==> config.mk <==
export PLATFORM = sky130hd
export DESIGN_NAME = rsc_encoder_par
export DESIGN_NICKNAME = d
export VERILOG_FILES = /design/src/rtl/turbo_pkg.sv /design/src/rtl/rsc_unroll.sv /design/src/rtl/rsc_encoder_par.sv
export SDC_FILE = /design/constraint.sdc
export NUM_CORES = 1
export LEC_CHECK = 0
export CELL_PAD_IN_SITES_DETAIL_PLACEMENT = 1
export CELL_PAD_IN_SITES_GLOBAL_PLACEMENT = 1
export CORE_ASPECT_RATIO = 1.75
export CORE_MARGIN = 4
export CORE_UTILIZATION = 35
export DETAILED_ROUTE_END_ITERATION = 10
export PLACE_DENSITY_LB_ADDON = 0.1
export SKIP_CTS_REPAIR_TIMING = 1
export SYNTH_ARGS = -nofsm -noshare
export SYNTH_HDL_FRONTEND = slang
export SYNTH_SLANG_ARGS = --single-unit
==> constraint.sdc <==
create_clock -name clk -period 2.15 [get_ports clk]
set_input_delay 0.3225 -clock clk [delete_from_list [all_inputs] [get_ports clk]]
set_output_delay 0.3225 -clock clk [all_outputs]
set_load 0.02 [all_outputs]
==> src/rtl/turbo_pkg.sv <==
// Shared definitions for the turbo constituent encoders: FSM states,
// block-size limit, generator polynomials and the single-bit trellis step.
package turbo_pkg;

  typedef enum logic [1:0] {
    ST_IDLE = 2'd0,
    ST_DATA = 2'd1,
    ST_TAIL = 2'd2
  } rsc_state_e;

  localparam int TURBO_KMAX = 6144;

  // Generator coefficients, bit i = coefficient of D^i.
  // G0 = 1 + D^2 + D^3 (feedback), G1 = 1 + D + D^3 (parity).
  localparam logic [3:0] G0 = 4'b1101;
  localparam logic [3:0] G1 = 4'b1011;

  // One trellis step. s[0]=s0 (D1), s[1]=s1 (D2), s[2]=s2 (D3).
  // Returns {next_state[2:0], z}.
  function automatic logic [3:0] rsc_step(input logic [2:0] s, input logic c);
    logic w;
    logic z;
    w = c ^ (G0[1] & s[0]) ^ (G0[2] & s[1]) ^ (G0[3] & s[2]);
    z = (G1[0] & w) ^ (G1[1] & s[0]) ^ (G1[2] & s[1]) ^ (G1[3] & s[2]);
    return {s[1], s[0], w, z};
  endfunction

endpackage

==> src/rtl/rsc_unroll.sv <==
// Combinational N-step unrolling of the RSC trellis.
// TERM=0: c_in drives the encoder (data path).
// TERM=1: each step's input is the feedback-cancelling bit s1^s2 so the
// register drains to zero; c_in is XORed on top and should be tied to 0.
module rsc_unroll
  import turbo_pkg::*;
#(
  parameter int N    = 8,
  parameter bit TERM = 1'b0
) (
  input  logic [2:0]   s_in,
  input  logic [N-1:0] c_in,
  output logic [2:0]   s_out,
  output logic [N-1:0] x_out,
  output logic [N-1:0] z_out
);

  // Walk the trellis N steps, c_in[0] first.
  always_comb begin
    logic [2:0] s;
    logic       c;
    logic [3:0] r;
    s     = s_in;
    c     = 1'b0;
    r     = '0;
    x_out = '0;
    z_out = '0;
    for (int i = 0; i < N; i++) begin
      c        = c_in[i] ^ (TERM ? (s[1] ^ s[2]) : 1'b0);
      r        = rsc_step(s, c);
      x_out[i] = c;
      z_out[i] = r[0];
      s        = r[3:1];
    end
    s_out = s;
  end

endmodule

==> src/rtl/rsc_encoder_par.sv <==
// Parallel RSC constituent encoder: P bits per beat, runtime block length,
// trellis termination with 3 tail x/z pairs. All outputs are registered.
// Handshake: a beat is accepted on any DATA-state cycle with in_valid=1;
// its xk/zk appear with out_valid exactly one cycle later. There is no
// back-pressure on the output side.
module rsc_encoder_par
  import turbo_pkg::*;
#(
  parameter int P    = 8,           // 1, 2, 4 or 8
  parameter int KW   = 13,
  parameter int KMAX = TURBO_KMAX
) (
  input  logic          clk,
  input  logic          aclr,
  input  logic          start,
  input  logic [KW-1:0] k_len,
  input  logic          in_valid,
  input  logic [P-1:0]  ck,
  output logic          busy,
  output logic          out_valid,
  output logic [P-1:0]  xk,
  output logic [P-1:0]  zk,
  output logic          last,
  output logic          tail_valid,
  output logic [2:0]    tail_x,
  output logic [2:0]    tail_z,
  output logic          err
);

  localparam int LOG_P = $clog2(P);

  rsc_state_e    state, state_nxt;
  logic [2:0]    s;
  logic [KW-1:0] beats, beat_cnt;

  logic          k_ok, start_ok, start_bad, accept, final_beat;
  logic [2:0]    d_s, t_s, t_x, t_z;
  logic [P-1:0]  d_x, d_z;

  logic          busy_n, out_valid_n, last_n, tail_valid_n, err_n;
  logic [P-1:0]  xk_n, zk_n;
  logic [2:0]    tail_x_n, tail_z_n;

  rsc_unroll #(.N(P), .TERM(1'b0)) u_data (
    .s_in  (s),
    .c_in  (ck),
    .s_out (d_s),
    .x_out (d_x),
    .z_out (d_z)
  );

  rsc_unroll #(.N(3), .TERM(1'b1)) u_tail (
    .s_in  (s),
    .c_in  (3'b000),
    .s_out (t_s),
    .x_out (t_x),
    .z_out (t_z)
  );

  // Start qualification and beat acceptance.
  always_comb begin
    k_ok       = (k_len >= KW'(P)) && (k_len <= KW'(KMAX)) &&
                 ((k_len & KW'(P - 1)) == '0);
    start_ok   = (state == ST_IDLE) && start && k_ok;
    start_bad  = (state == ST_IDLE) && start && !k_ok;
    accept     = (state == ST_DATA) && in_valid;
    final_beat = accept && (beat_cnt == beats - KW'(1));
  end

  // State register, trellis state and beat counter.
  always_ff @(posedge clk) begin
    if (aclr) begin
      state    <= ST_IDLE;
      s        <= '0;
      beat_cnt <= '0;
      beats    <= '0;
    end else begin
      state <= state_nxt;
      if (start_ok) begin
        s        <= '0;
        beat_cnt <= '0;
        beats    <= k_len >> LOG_P;
      end else if (accept) begin
        s        <= d_s;
        beat_cnt <= beat_cnt + KW'(1);
      end else if (state == ST_TAIL) begin
        // Termination drains the register; t_s is zero by construction.
        s <= t_s;
      end
    end
  end

  // Next-state logic.
  always_comb begin
    state_nxt = state;
    case (state)
      ST_IDLE: if (start_ok)   state_nxt = ST_DATA;
      ST_DATA: if (final_beat) state_nxt = ST_TAIL;
      ST_TAIL:                 state_nxt = ST_IDLE;
      default:                 state_nxt = ST_IDLE;
    endcase
  end

  // Output next-values; xk/zk and tail words hold between updates.
  always_comb begin
    busy_n       = (state_nxt != ST_IDLE);
    out_valid_n  = accept;
    xk_n         = accept ? d_x : xk;
    zk_n         = accept ? d_z : zk;
    last_n       = final_beat;
    tail_valid_n = (state == ST_TAIL);
    tail_x_n     = (state == ST_TAIL) ? t_x : tail_x;
    tail_z_n     = (state == ST_TAIL) ? t_z : tail_z;
    err_n        = start_bad;
  end

  // Output registers.
  always_ff @(posedge clk) begin
    if (aclr) begin
      busy       <= 1'b0;
      out_valid  <= 1'b0;
      xk         <= '0;
      zk         <= '0;
      last       <= 1'b0;
      tail_valid <= 1'b0;
      tail_x     <= '0;
      tail_z     <= '0;
      err        <= 1'b0;
    end else begin
      busy       <= busy_n;
      out_valid  <= out_valid_n;
      xk         <= xk_n;
      zk         <= zk_n;
      last       <= last_n;
      tail_valid <= tail_valid_n;
      tail_x     <= tail_x_n;
      tail_z     <= tail_z_n;
      err        <= err_n;
    end
  end

endmodule
==> results by group <==
Worst setup path
  • Reg-to-Reg End: state[0]
  • Critical R2R Launch: beats[1]
  • CP startpoint kind: flop
  • Worst setup path startpoint: beats[1]
  • R2r worst-path depth: 7
  • Crit Path Class: flop to flop
  • Worst-path fanout max: 7
  • Critical Path AT: 2.20 ns
  • R2R Setup Slk: roughly 0.13 ns
  • Crit end category: flop
  • WP data required: 2.33 ns
  • Worst setup path endpoint: state[0]

Route
  • Met1 Routed Length: 2.66 mm
  • Detailed-route DRC error count: 0
  • Antenna-violating nets left: 0
  • WL met3: 234 µm
  • First-pass iteration count of the detailed router: 4
  • WL met2: approximately 4.6 mm
  • Detailed Route WL: 7.69 mm
  • Vias: 2365
  • DR iter-0 viols: 55
  • DR top layer: met4
  • WL/cell: ~17 µm
  • Vias per Instance: 5.11

Clock tree
  • CTS tree: done
  • Max Buffers Root-to-Sink: 2
  • Clock Latency Late Sink: 0.30 ns
  • CTS root buf: clkbuf_16
  • Htree depth: 2
  • CTS clk-pin slew, worst paths: 0.07 ns
  • Total CTS buffers: 5
  • Clock sinks: 55

Synthesis
  • Mean Syn Cell Area: ~9.2 µm²
  • Flops & latches, synth: 55
  • Area leader, netlist: dfxtp_1
  • Yosys cell types: 50
  • Syn Std Cell Area: roughly 2900 µm²
  • Post-Synthesis Cells: 312
  • Yosys Warn Count: 0
  • Register area share after synthesis: 38.5%
  • Synth area leaders: dfxtp_1, xnor2_1, nand2_1
  • Commonest register cell after synthesis: dfxtp_1
  • Syn_nets: 339
  • Async S/R FF share, synth: 0%
  • Post-synth top area share: 38.5%
  • Number of synthesized flops with an enable pin: 0

Timing
  • Fmax: slightly below 500 MHz
  • RSZ-0062 raised after global routing: false
  • Tightest Pin Transition: 0.493 ns
  • Tcrit/Tclk final: 93.8%
  • Post-layout minimum cycle time: a little over 2 ns
  • Max-slew violation count: 0
  • Fin. Hold Viols: 0
  • Slew HR: 66.8%
  • Worst clock skew: 0.00488 ns
  • Endpoints failing setup: 0

Finish
  • NumNets Final: 400
  • Post-layout util: 46.5%
  • Reg area: 1100 µm²
  • # fillers: 920
  • Layout cells sized above 1: 12.9%
  • N_diodes: 0
  • Most common cell after layout, fill and taps aside: dfxtp_1
  • Most frequent cells in the layout: dfxtp_1, clkdlybuf4s50_1, nand2_1
  • Synthesis-to-layout area growth: 29.5%
  • Area occupied by multi-input gates: 1670 µm²

Die
  • Initial core utilization: ~36%
  • Die W: 76.3 µm
  • Die ar.: around 9700 µm²
  • Die Y: around 130 µm
  • Core footprint: 7960 µm²
  • I/O pin cnt: 52
  • Number of cell rows: 43

Place
  • DP HPWL: 5.97 mm
  • Routability cong.: roughly 0.8
  • I/O Buffers: 51

Power and ir drop
  • Logic pwr share: 14.2%
  • Leakage power: 1.35 nW
  • Switch Pwr: about 0.53 mW
  • Peak supply drop: 423 µV
  • Sequential share of power: 47.9%
  • Sw frac: 24.4%
  • Total power: about 2.2 mW
  • Internal Power: 1.64 mW
  • P per Cell Area: 587 nW/µm²
  • Clock power share: a little under two fifths

Outcome
  • Status: finished clean

Run
  • Number of max-cap violations: 0

GRT
  • Initial antenna violation count: 0
  • Overall Global Routing Usage: 16.4%
  • Total gr overflow: 0
  • Vias in the first global route: 2563
  • Largest net degree at the start of global routing: 23
  • First-pass GRT wire length: 12.6 mm

Hold path
  • Hold Path Class: flop to flop
## flip-flops by register name, indices dropped and copies added (netlist names)
register,count
tail_x,3
state,2
err,1
tail_z,3
s,3
tail_valid,1
busy,1
xk,8
out_valid,1
last,1
zk,8
beats,10
beat_cnt,13
## logic make-up (layout without fill, tap and decap cells)
logic type                 Yosys count  after routing  synth area share (%)
AOI/OAI and AO/OA                   38             38                  7.96
and+or+nand+nor                    135            135                  26.8
buffers and inverters               19             80                  3.76
muxes                               11             11                  3.85
adders and majority gates            2              2                 0.875
xor gates and xnor gates            52             52                  18.3
DFF                                 55             55                  38.5
## layout make-up
type | instances | area share [%]
sequential | 55 | 29.7
multi-input combinational | 238 | 45.0
timing repair buffer | 71 | 18.2
clock buffer | 6 | 3.75
clock inverter | 1 | 0.135
inverter | 2 | 0.203
tap | 90 | 3.04
## per-layer routing
metal	track usage, %	vias to the layer above
li1	-	1175
met1	15.3	1147
met2	33.9	34
met3	3.53	9
met4	6.30	0
met5	0	-
## metrics by stage
stage	cells	hold WS (ns)	worst slack, ns	setup TNS [ns]	instance area (µm²)
global route	463	0.485	0.0207	0	3700
global placement	456	0.443	-0.0203	-0.157	3550
CTS	463	0.458	-0.0343	-0.0343	3690
floorplan	312	0.459	0.403	0	2860
finish	463	0.450	0.134	0	3700
detailed placement	456	0.448	-0.111	-1.94	3550
## synth_stat cells, types with 2 or more instances
cell type and number:
a211oi_1 4, a21oi_1 23, and3_1 5, and4_1 2, and4bb_1 2, buf_2 4, buf_6 2, clkbuf_1 10
dfxtp_1 55, ha_1 2, inv_1 2, mux2i_1 11, nand2_1 50, nand2b_1 3, nand3_1 6, nand3b_1 3
nand4_1 4, nor2_1 25, nor2_4 10, nor2b_1 2, nor3_1 5, nor3b_1 3, nor4_1 4, o21ai_0 2
xnor2_1 26, xnor3_1 3, xor2_1 21
## how the worst min path moves through the flow
stage,from,end,slack [ns],cells past startpoint
5_1_grt,zk[1],zk[1],0.48,2
6_report,zk[3],zk[3],0.45,2
2_1_floorplan,ck[0],xk[0],0.46,2
3_3_place_gp,zk[3],zk[3],0.44,2
4_1_cts,zk[3],zk[3],0.46,2
3_5_place_dp,zk[3],zk[3],0.45,2
## worst max-delay path: stages, from the launching register on
cell      delay (ns)
dfxtp_1         0.36
inv_1           0.08
ha_2            0.25
or4b_1          0.51
mux2i_1         0.17
a21oi_1         0.14
nor4_2          0.29
a21boi_1        0.10
## power by group through the flow
stage | combinational (mW) | sequential, mW | clock, mW
final | 0.309 | 1.04 | 0.825
after global routing | 0.335 | 1.04 | 0.899
after CTS | 0.313 | 1.04 | 0.858
after detailed placement | 0.311 | 1.06 | 0
after global placement | 0.308 | 1.06 | 0
after floorplan | 0.181 | 1.07 | 0
No activity file was read; power rests on OpenSTA's default activity.
